File: config.mk
export PLATFORM = sky130hd
export DESIGN_NAME = sram_fifo_ctrl
export DESIGN_NICKNAME = d
export VERILOG_FILES = /design/src/rtl/sram_pkg.sv /design/src/rtl/sram_fifo_ctrl.sv
export SDC_FILE = /design/constraint.sdc
export NUM_CORES = 1
export LEC_CHECK = 0
export ABC_AREA = 1
export ABC_CLOCK_PERIOD_IN_PS = 4800
export CAP_MARGIN = 20
export CORE_MARGIN = 2
export CORE_UTILIZATION = 43
export CTS_BUF_LIST = sky130_fd_sc_hd__clkbuf_4 sky130_fd_sc_hd__clkbuf_8 sky130_fd_sc_hd__clkbuf_16
export DETAILED_ROUTE_END_ITERATION = 8
export GPL_TIMING_DRIVEN = 0
export PLACE_DENSITY = 0.83
export SYNTH_ARGS = -nofsm -noshare
export SYNTH_HDL_FRONTEND = slang
export SYNTH_SLANG_ARGS = --single-unit
File: constraint.sdc
create_clock -name clk -period 4.8 [get_ports clk]
set_input_delay 0.72 -clock clk [delete_from_list [all_inputs] [get_ports clk]]
set_output_delay 0.72 -clock clk [all_outputs]
set_load 0.05 [all_outputs]
File: src/rtl/sram_pkg.sv
// Shared sizing for the 8x8 single-port SRAM and the FIFO controller in front of it.
package sram_pkg;
   localparam int SRAM_DATA_W = 8;
   localparam int SRAM_ADDR_W = 3;
   localparam int SRAM_DEPTH  = 8;

   typedef logic [SRAM_DATA_W-1:0] word_t;
endpackage

File: src/rtl/sram_fifo_ctrl.sv
// FIFO controller owning every access to sram1, with a show-ahead output register.
module sram_fifo_ctrl
   import sram_pkg::*;
#(
   parameter int DATA_W = SRAM_DATA_W,
   parameter int ADDR_W = SRAM_ADDR_W,
   parameter int DEPTH  = SRAM_DEPTH
) (
   input  logic              clk,
   input  logic              rst,
   input  logic [DATA_W-1:0] in_data,
   input  logic              in_valid,
   output logic              in_ready,
   output logic [DATA_W-1:0] out_data,
   output logic              out_valid,
   input  logic              out_ready,
   output logic [ADDR_W:0]   level,
   output logic [DATA_W-1:0] sram_data_in,
   output logic              sram_wr,
   output logic              sram_rd,
   output logic [ADDR_W-1:0] sram_add,
   input  logic [DATA_W-1:0] sram_data_out
);
   localparam logic [ADDR_W:0] LEVEL_FULL = (ADDR_W+1)'(DEPTH);

   logic [ADDR_W-1:0] wr_ptr_q, wr_ptr_d;
   logic [ADDR_W-1:0] rd_ptr_q, rd_ptr_d;
   logic [ADDR_W:0]   level_q, level_d;
   logic              rd_inflight_q, rd_inflight_d;
   logic              out_valid_q, out_valid_d;
   logic [DATA_W-1:0] out_data_q, out_data_d;
   logic              rd_issue;
   logic              push;

   always_comb begin
      // Refilling the empty output register wins the single SRAM port over a push.
      rd_issue      = (level_q != '0) && !rd_inflight_q && !out_valid_q;
      in_ready      = !rst && (level_q < LEVEL_FULL) && !rd_issue;
      push          = in_valid && in_ready;

      sram_wr       = push;
      sram_rd       = !rst && rd_issue;
      sram_add      = '0;
      sram_data_in  = '0;
      if (!rst) begin
         sram_add     = rd_issue ? rd_ptr_q : wr_ptr_q;
         sram_data_in = in_data;
      end

      wr_ptr_d      = wr_ptr_q;
      rd_ptr_d      = rd_ptr_q;
      level_d       = level_q;
      rd_inflight_d = rd_issue;
      out_valid_d   = out_valid_q;
      out_data_d    = out_data_q;

      if (push) begin
         wr_ptr_d = wr_ptr_q + ADDR_W'(1);
         level_d  = level_q + (ADDR_W+1)'(1);
      end else if (rd_issue) begin
         rd_ptr_d = rd_ptr_q + ADDR_W'(1);
         level_d  = level_q - (ADDR_W+1)'(1);
      end

      if (rd_inflight_q) begin
         out_data_d  = sram_data_out;
         out_valid_d = 1'b1;
      end else if (out_valid_q && out_ready) begin
         out_valid_d = 1'b0;
      end
   end

   always_ff @(posedge clk) begin
      if (rst) begin
         wr_ptr_q      <= '0;
         rd_ptr_q      <= '0;
         level_q       <= '0;
         rd_inflight_q <= 1'b0;
         out_valid_q   <= 1'b0;
         out_data_q    <= '0;
      end else begin
         wr_ptr_q      <= wr_ptr_d;
         rd_ptr_q      <= rd_ptr_d;
         level_q       <= level_d;
         rd_inflight_q <= rd_inflight_d;
         out_valid_q   <= out_valid_d;
         out_data_q    <= out_data_d;
      end
   end

   assign out_data  = out_data_q;
   assign out_valid = out_valid_q;
   assign level     = level_q;
endmodule

==> metrics.csv <==
stage,metric,value,unit
clocking,clk_path_buf_depth,2,
placed_design,dp_slack,1780,ps
pwr,p_clk_share,8.1,%
logic_synthesis,synth.distinct_cells,27,
finish,syn2layout_area_growth,49.5,%
critical_path,crit_path_start_kind,primary input,
critical_path,crit_path_start,in_valid,
routing,drtIter0Drc,24,
global_routing,grt_max_degree,11,
die,rows,17,
global_routing,grt-busiest-layer,met2,
finish,drive_gt1_share,9.89,%
pwr,powerDensity,665,mW/mm^2
global_routing,grt_pass1_vias,972,
clocking,cts_buffers,3,
die,coreArea,0.00223,sq mm
logic_synthesis,syn_inst,134,
placed_design,hpwlAfterDp,1950,microns
global_routing,met3_usage,5.14,%
routing,postRouteWirelength,2530,microns
clocking,cts_tree,yes,
pwr,power_frac_comb,65.5,%
critical_path,critPathCaptureType,primary output,
pwr,pwr-share-seq,26.4,%
critical_path,crit_path_top_delay_cell,clkdlybuf4s50_1,
critical_path,max_stage_delay,790,ps
routing,detail-route-antenna-nets,0,
timing,max_slew_margin,65.5,%
routing,wl_per_cell,12.1,microns
critical_path,path_buf_inv,3,
clocking,cts.sinks,20,
logic_synthesis,syn_area_per_cell,7.66,sq um
placed_design,gp_routability_congestion,0.764,
routing,routed_via_density,4.83,
logic_synthesis,ys_seq_area_share,39.0,%
outcome,status,"complete, no violations",
pwr,p_int,489,uW
global_routing,grt_pass1_wl,4080,microns
clocking,cts.repair.resized,0,
timing,skew,6.19,ps
clocking,htree_levels,1,
global_routing,overflow,0,
die,die_h,52.8,microns
critical_path,crit_top_cell,clkdlybuf4s50_1,
clocking,clk_latency,310,ps
timing,setup_ws,1790,ps
pwr,power,1.02,mW
finish,antenna_cells,0,
finish,fillers,203,
routing,via_count,1015,
timing,rsz0062_at_grt,no,
timing,max_freq,332,MHz
clocking,holdBufCountCts,0,
routing,first_pass_iters,4,
timing,timing.setup.tns,0,ps
placed_design,io_buffer_count,45,
die,die_area,0.00279,sq mm
timing,final-max-slew-violation-count,0,
die,ios,47,
critical_path,crit_fanout,10,
clocking,cts-root-buf,clkbuf_4,
pwr,peakVddDrop,0.417,mV
pwr,p_sw,531,uW
timing,tightest_slew,516,ps
finish,nets,209,
run,max_cap_violations,0,
critical_path,timing.rr.start,level[1]$_SDFFE_PP0P_,
timing,timing.hold.ws,476,ps
critical_path,worstPathArrival,2290,ps
logic_synthesis,yosysWarnings,0,
hold_path,hp-class,reg2reg,
global_routing,antenna_found_initial,0,
timing,min_period_over_period,62.7,%
clocking,clkTransAtPathRegs,120,ps
critical_path,worstSetupPathType,in2out,
logic_synthesis,ys_ff_latch,20,
die,fp.dieW,52.8,microns
logic_synthesis,syn_nets,159,
pwr,p_leak,0.667,nW
critical_path,path_cells,"clkdlybuf4s50_1, nand3_4, inv_2, clkdlybuf4s50_1",
routing,drc,0,
logic_synthesis,synth_area,0.00103,sq mm
timing,timing.final.crit_period,3010,ps
clocking,cts_setup_buffers,0,
global_routing,grt_util_met1,22.4,%
hold_path,min_from,rd_ptr_q[2]$_SDFFE_PP0P_,
global_routing,grtUsageTotal,20.1,%
critical_path,cpLargestDelayFamily,buffers and inverters,
critical_path,worstPathRequired,4080,ps
die,initial_core_util,45.9,%
global_routing,met2_usage,36.7,%
timing,setup_viol,0,
timing,hold_viol,0,
pwr,sw_frac_of_total,52.1,%
logic make-up (layout without fill, tap and decap cells):
group | Yosys count | after routing | synth area share (%)
DFF | 20 | 20 | 39.0
and+or+nand+nor | 56 | 56 | 26.7
xor gates and xnor gates | 3 | 3 | 2.56
AOI/OAI and AO/OA | 27 | 27 | 14.5
adders and majority gates | 5 | 5 | 6.83
buffers and inverters | 23 | 71 | 10.4
worst reg2reg max path: cells and delay by family (launching register included):
family / cells / cell delay, ps
DFF: 1 / 380
buffers and inverters: 1 / 60
and+or+nand+nor: 9 / 1020
adders and majority gates: 1 / 380
routing by layer:
| metal | wire length (microns) | vias to the layer above |
|---|---|---|
| met5 | 0 | - |
| met4 | 25 | 0 |
| met3 | 143 | 3 |
| met2 | 1310 | 26 |
| met1 | 1060 | 466 |
| li1 | - | 520 |
power by group through the flow:
stage               registers (mW)  logic, mW  clock network, mW
global route                 0.276      0.721             0.0908
CTS                          0.270      0.673             0.0834
global placement             0.269      0.656                  0
floorplan                    0.403      0.352                  0
finish                       0.269      0.668             0.0830
detailed placement           0.273      0.670                  0
state kept, by name, indices dropped and copies added (netlist names):
register	flops
level	4
rd_ptr_q	3
out_valid	1
wr_ptr_q	3
out_data	8
rd_inflight_q	1
stage by stage:
step                util [%]  std cells  cell area (sq um)
finish                  68.7        210               1530
global route            68.7        210               1530
CTS                     68.7        210               1530
detailed placement      67.7        207               1510
global placement        67.7        207               1510
floorplan                  -        134               1030
cells in the final DEF, fill, tap and decap left out:
cell type,count
clkbuf_4,3
fa_1,1
and2_1,1
clkinv_1,2
nand3_4,1
buf_4,1
nand3_1,5
xor2_1,2
clkdlybuf4s50_1,45
dfxtp_1,20
ha_1,4
a211oi_1,1
buf_6,2
inv_2,2
nor2_4,1
o21ai_0,8
nor2_1,31
o21ai_4,1
nand2_2,2
nor2_2,2
clkbuf_2,1
xnor2_1,1
clkbuf_1,1
o21ai_1,5
nor2_8,1
a21oi_1,12
nand2_4,1
nand2_1,11
inv_1,14
cells in the mapped netlist (all sizes together):
cell | number | area share (%)
ha | 4 | 4.9
fa | 1 | 2.0
xor2 | 2 | 1.7
dfxtp | 20 | 39
buf | 3 | 2.9
nand3 | 6 | 4.1
xnor2 | 1 | 0.85
and2 | 1 | 0.61
a211oi | 1 | 0.73
inv | 16 | 5.9
nand2 | 14 | 6.3
clkinv | 2 | 0.73
nor2 | 35 | 16
o21ai | 14 | 7.9
a21oi | 12 | 5.9
clkbuf | 2 | 0.85
final cells by class:
class                           instances  area (sq um)  area share (%)
Timing Repair Buffer                   45           450            29.4
Buffer                                  5          38.8            2.53
Inverter                               18          67.6            4.40
Tap cell                               28          35.0            2.28
Sequential cell                        20           400            26.1
Multi-Input combinational cell         91           519            33.8
Clock buffer                            3          22.5            1.47
worst paths after layout:
kind | slack, ps | to | depth (start not counted)
hold / removal | 480 | rd_ptr_q[2]$_SDFFE_PP0P_ | 1
setup reg to reg | 2880 | level[3]$_SDFFE_PP0P_ | 11
hold reg to reg | 480 | rd_ptr_q[2]$_SDFFE_PP0P_ | 1
setup / recovery | 1790 | sram_wr | 4
No activity file was read; power rests on OpenSTA's default activity.
